## config.mk

```make
export PLATFORM = sky130hd
export DESIGN_NAME = sdram_arbiter
export DESIGN_NICKNAME = d
export VERILOG_FILES = /design/src/rtl/sdram_arb_pkg.sv /design/src/rtl/rr_picker.sv /design/src/rtl/sdram_arbiter.sv
export SDC_FILE = /design/constraint.sdc
export NUM_CORES = 1
export LEC_CHECK = 0
export BUFFER_PORTS_ARGS = -buffer_cell sky130_fd_sc_hd__buf_2
export CAP_MARGIN = 15
export CORE_ASPECT_RATIO = 0.75
export CORE_MARGIN = 8
export CORE_UTILIZATION = 43
export DETAILED_ROUTE_END_ITERATION = 6
export GPL_TIMING_DRIVEN = 0
export PLACE_DENSITY = 0.81
export SLEW_MARGIN = 20
export SYNTH_ARGS = -nofsm -noshare
export SYNTH_HDL_FRONTEND = slang
export SYNTH_SLANG_ARGS = --single-unit
```

## constraint.sdc

```tcl
create_clock -name i_clk -period 2.7 [get_ports i_clk]
set_input_delay 0.405 -clock i_clk [delete_from_list [all_inputs] [get_ports i_clk]]
set_output_delay 0.405 -clock i_clk [all_outputs]
set_load 0.1 [all_outputs]
```

## src/rtl/sdram_arb_pkg.sv

```systemverilog
// sdram_arb_pkg: shared types and constants for the SDRAM arbiter.
package sdram_arb_pkg;
    typedef enum logic [1:0] {
        ST_IDLE    = 2'd0,
        ST_ISSUE   = 2'd1,
        ST_WAIT_RD = 2'd2,
        ST_DONE    = 2'd3
    } state_t;
    localparam int ADDR_W_DEF   = 23;
    localparam int DATA_W_DEF   = 32;
    localparam int REQ_RECORDER = 0;
    localparam int REQ_PLAYER   = 1;
    localparam int REQ_MIXER    = 2;
endpackage

```

## src/rtl/rr_picker.sv

```systemverilog
// rr_picker: combinational winner select; round-robin from last_grant+1,
// or lowest index first when SDRAM_ARB_FIXED_PRIO_EN is defined.
module rr_picker #(
    parameter int NUM_REQ = 3,
    parameter int IDX_W   = 2
) (
    input  logic [NUM_REQ-1:0] pending,
    input  logic [IDX_W-1:0]   last_grant,
    output logic               valid,
    output logic [IDX_W-1:0]   index
);
`ifdef SDRAM_ARB_FIXED_PRIO_EN
    logic unused_last_grant;
    assign unused_last_grant = ^last_grant;
    always_comb begin
        valid = 1'b0;
        index = '0;
        for (int k = NUM_REQ - 1; k >= 0; k--) begin
            if (pending[k]) begin
                valid = 1'b1;
                index = IDX_W'(k);
            end
        end
    end
`else
    logic [IDX_W-1:0] j;
    // Scan farthest-first so the nearest pending requester after last_grant wins.
    always_comb begin
        valid = 1'b0;
        index = '0;
        j     = '0;
        for (int k = NUM_REQ; k >= 1; k--) begin
            j = IDX_W'((int'(last_grant) + k) % NUM_REQ);
            if (pending[j]) begin
                valid = 1'b1;
                index = j;
            end
        end
    end
`endif
endmodule

```

## src/rtl/sdram_arbiter.sv

```systemverilog
// sdram_arbiter: shares one SDRAM command port among NUM_REQ requesters.
// Round-robin by default; define SDRAM_ARB_FIXED_PRIO_EN for fixed priority.
module sdram_arbiter
    import sdram_arb_pkg::*;
#(
    parameter int NUM_REQ = REQ_MIXER + 1,
    parameter int ADDR_W  = ADDR_W_DEF,
    parameter int DATA_W  = DATA_W_DEF
) (
    input  logic                            i_clk,
    input  logic                            i_rst,
    input  logic [NUM_REQ-1:0]              req_read,
    input  logic [NUM_REQ-1:0]              req_write,
    input  logic [NUM_REQ-1:0][ADDR_W-1:0]  req_addr,
    input  logic [NUM_REQ-1:0][DATA_W-1:0]  req_writedata,
    output logic [DATA_W-1:0]               req_readdata,
    output logic [NUM_REQ-1:0]              req_finished,
    output logic                            sdram_read,
    output logic                            sdram_write,
    output logic [ADDR_W-1:0]               sdram_addr,
    output logic [DATA_W-1:0]               sdram_writedata,
    input  logic [DATA_W-1:0]               sdram_readdata,
    input  logic                            sdram_readdatavalid,
    input  logic                            sdram_waitrequest,
    output logic [1:0]                      debug
);
    localparam int IDX_W = NUM_REQ > 1 ? $clog2(NUM_REQ) : 1;

    state_t               state_q, state_d;
    logic [IDX_W-1:0]     grant_q, grant_d, last_grant_q, last_grant_d, pick_idx;
    logic                 pick_valid;
    logic                 read_q, read_d, write_q, write_d;
    logic [ADDR_W-1:0]    addr_q, addr_d;
    logic [DATA_W-1:0]    wdata_q, wdata_d, rdata_q, rdata_d;
    logic [NUM_REQ-1:0]   finished_q, finished_d;

    rr_picker #(.NUM_REQ(NUM_REQ), .IDX_W(IDX_W)) u_picker (
        .pending    (req_read | req_write),
        .last_grant (last_grant_q),
        .valid      (pick_valid),
        .index      (pick_idx)
    );

    always_comb begin
        state_d      = state_q;
        grant_d      = grant_q;
        last_grant_d = last_grant_q;
        read_d       = read_q;
        write_d      = write_q;
        addr_d       = addr_q;
        wdata_d      = wdata_q;
        rdata_d      = rdata_q;
        finished_d   = '0;
        case (state_q)
            ST_IDLE: if (pick_valid) begin
                grant_d = pick_idx;
                write_d = req_write[pick_idx];
                read_d  = ~req_write[pick_idx];
                addr_d  = req_addr[pick_idx];
                wdata_d = req_writedata[pick_idx];
                state_d = ST_ISSUE;
            end
            ST_ISSUE: if (!sdram_waitrequest) begin
                read_d  = 1'b0;
                write_d = 1'b0;
                state_d = write_q ? ST_DONE : ST_WAIT_RD;
                finished_d[grant_q] = write_q;
            end
            ST_WAIT_RD: if (sdram_readdatavalid) begin
                rdata_d = sdram_readdata;
                finished_d[grant_q] = 1'b1;
                state_d = ST_DONE;
            end
            default: begin
                last_grant_d = grant_q;
                state_d      = ST_IDLE;
            end
        endcase
    end

    always_ff @(posedge i_clk) begin
        if (i_rst) begin
            state_q      <= ST_IDLE;
            grant_q      <= '0;
            last_grant_q <= IDX_W'(NUM_REQ - 1);
            read_q       <= 1'b0;
            write_q      <= 1'b0;
            addr_q       <= '0;
            wdata_q      <= '0;
            rdata_q      <= '0;
            finished_q   <= '0;
        end else begin
            state_q      <= state_d;
            grant_q      <= grant_d;
            last_grant_q <= last_grant_d;
            read_q       <= read_d;
            write_q      <= write_d;
            addr_q       <= addr_d;
            wdata_q      <= wdata_d;
            rdata_q      <= rdata_d;
            finished_q   <= finished_d;
        end
    end

    assign req_readdata    = rdata_q;
    assign req_finished    = finished_q;
    assign sdram_read      = read_q;
    assign sdram_write     = write_q;
    assign sdram_addr      = addr_q;
    assign sdram_writedata = wdata_q;
    assign debug           = state_q;
endmodule

```

==> metrics <==
total number of vias between 5000 and 6000; Resize count post-CTS 3; final setup skew around 0.0086 ns; post-CTS setup buffer count 0; RePlAce Congestion around 0.82; number of global-route vias before repair approximately 5300; number of design-rule violations left by the first detailed-router iteration approximately 290; per-cell via count in the routed design 5.38; startpoint type of the worst setup path flip-flop; clock tree from TritonCTS done; core region area between 10000 and 15000 um^2; DR pass1 iterations 5; Hold Vio Cnt, Final 0; final-report setup violation count 0; path type of the worst min-delay path input pin to flip-flop; I/O pins approximately 300; portion of the clock cycle consumed by the worst path in the final layout 0.950; Cell Pwr Density about 1200 nW/um^2; Port Buffer Count 300; kind of critical path flip-flop to flip-flop; most frequent cells in the layout sky130_fd_sc_hd__buf_2, sky130_fd_sc_hd__dfxtp_1, sky130_fd_sc_hd__nand2_1; share of the yosys chip area belonging to registers 0.424; Netlist Area Pre-Place between 4000 and 5000 um^2; number of synthesized register bits just under 100; slew margin rel. 0.611; met3 usage 0.0878; effective utilization at floorplan 0.446; die height 106 um; most common cell after layout, fill and taps aside sky130_fd_sc_hd__buf_2; final critical path time including I/O delays and setup between 2 and 3 ns; distinct cell type count of the synthesized netlist 42; Clock Sinks 98; Critical-path top delay cell sky130_fd_sc_hd__o31ai_1; CTS max path bufs 2; status finished, final reports clean; global-route wire length before repair roughly 28000 um; Skew-Pair Late Insertion Delay about 0.34 ns; Post-Route WL around 18000 um; final antenna diode count 0; TritonCTS buffer count 9; Worst Slack Setup Final approximately 0.14 ns; clk root buf sky130_fd_sc_hd__clkbuf_16; residual antenna-violating net count after detailed routing 0; slowest stage delay, CP approximately 0.39 ns; static leakage roughly 3.2 nW; CTS H-tree depth 3; largest net degree at the start of global routing 19; Post-CTS Hold Fix Bufs 0; Die Footprint ~14000 um^2; growth of design area from synthesis to finish 42.9%; global route hottest layer met2; max-capacitance violation count 0; max-slew violation total from the final report 0; unrepaired setup endpoints after global routing yes; Fin Hold WS 0.295 ns; gate family responsible for the most delay along the worst path compound AO/OA/AOI/OAI gates; Critical path buffers and inverters 2; Total Nets Final about 1100; overall power around 0.0077 W; Worst EP arrival ~2.9 ns; number of enable flip-flop cells after synthesis 0; top flip-flop cell by instance count after synthesis sky130_fd_sc_hd__dfxtp_1; Fmax achieved between 300 and 400 MHz; global-route met1 utilization 0.284; DIE WIDTH around 140 um; Post-Synthesis Cells 540; clock transition at the registers of the reported paths approximately 0.070 ns; number of antenna violations at the first check in global routing 1; average routed wire per standard cell between 15 and 20 um; met2 track demand over resource 0.406; count of standard-cell rows 32; post-route core utilization 0.638; maximum vdd drop around 1100 uV; worst slew pin tran 0.578 ns; endpoint kind of the worst setup timing path flip-flop; mean instance size in the synthesized netlist around 8.6 um^2; gr usage total 0.243; CP required 2.98 ns; post-DP HPWL approximately 14000 um; worst-path cell chain inv_1 -> ha_1 -> or2_2 -> o32a_1 -> clkbuf_1 -> and3_1 -> o31ai_1 -> a32o_1; slack of the worst reg-to-reg path 0.14 ns; global route total overflow 0; Async SR Flop Fraction 0; post-synth net total approximately 750; dpl ws -0.00298 ns; fraction of layout cells with a size suffix above 1 0.405; drc violations 0; total negative slack for setup checks 0 ns; peak fanout along the critical path 10; Warnings, synthesis 0
[metal layers]
layer  vias up  wire (um)
li1       2641          -
met1      2435       7410
met2       234       8720
met3        22       1860
met4         2        359
met5         -          8
[logic make-up after synthesis]
logic type,synth area share
AO/OA/AOI/OAI,0.322
AND/OR/NAND/NOR,0.168
flip-flops,0.424
buffers and inverters,0.0603
adder cells (fa/ha/maj),0.0162
multiplexers,0.00893
[worst paths after layout]
kind | cells past startpoint | start | endpoint
setup / recovery | 8 | last_grant_q[0] | sdram_read
hold / removal | 3 | sdram_readdata[23] | req_readdata[23]
setup reg to reg | 8 | last_grant_q[0] | sdram_read
hold reg to reg | 2 | req_readdata[23] | req_readdata[23]
[metrics by stage]
| step | area (um^2) | instances |
|---|---|---|
| finish | 6610 | 992 |
| global route | 6610 | 992 |
| CTS | 6590 | 992 |
| detailed placement | 6300 | 976 |
| global placement | 6300 | 976 |
| floorplan | 4630 | 540 |
[final cells by class]
class	count	area [um^2]
Sequential cell	98	1960
Inverter	7	26.3
Tap cell	136	170
Timing Repair Buffer	300	1500
Multi-Input combinational cell	382	2400
Fill cell	977	3760
Clock buffer	9	225
Clock inverter	7	62.6
Buffer	53	264
[tightest hold or removal path, stage by stage]
cell and delay (ns):
sky130_fd_sc_hd__buf_2 0.10, sky130_fd_sc_hd__nand2_1 0.04, sky130_fd_sc_hd__a21oi_1 0.05
[flip-flops by register name, summed over array words and instances (netlist names)]
name and flops:
req_readdata 32, last_grant_q 2, req_finished 3, debug 2, sdram_read 1, sdram_write 1, sdram_writedata 32, sdram_addr 23
grant_q 2
[synthesized netlist by cell type (2+ instances only)]
cell type                   number  area, um^2
sky130_fd_sc_hd__nor3b_1         2        15.0
sky130_fd_sc_hd__buf_6           6        67.6
sky130_fd_sc_hd__clkbuf_1       39         146
sky130_fd_sc_hd__ha_1            6        75.1
sky130_fd_sc_hd__nand2_1        73         274
sky130_fd_sc_hd__o21ai_0        52         260
sky130_fd_sc_hd__buf_1           3        11.3
sky130_fd_sc_hd__nor2_1          8        30.0
sky130_fd_sc_hd__o21ai_1         4        20.0
sky130_fd_sc_hd__buf_2           4        20.0
sky130_fd_sc_hd__a211oi_1       56         420
sky130_fd_sc_hd__and3_1         56         350
sky130_fd_sc_hd__inv_1           7        26.3
sky130_fd_sc_hd__dfxtp_1        98        1960
sky130_fd_sc_hd__mux2i_1         3        30.0
sky130_fd_sc_hd__nor4_1          3        18.8
sky130_fd_sc_hd__a21oi_1        37         185
sky130_fd_sc_hd__nor3_1          3        15.0
sky130_fd_sc_hd__o2bb2ai_1      56         490
sky130_fd_sc_hd__o31ai_1         2        15.0
[power breakdown]
group          internal [W]  switching [W]
sequential          0.00182       0.000206
clock              0.000641       0.000591
combinational      0.000846        0.00363
total               0.00331        0.00442
Power figures use the tool's default switching activity.
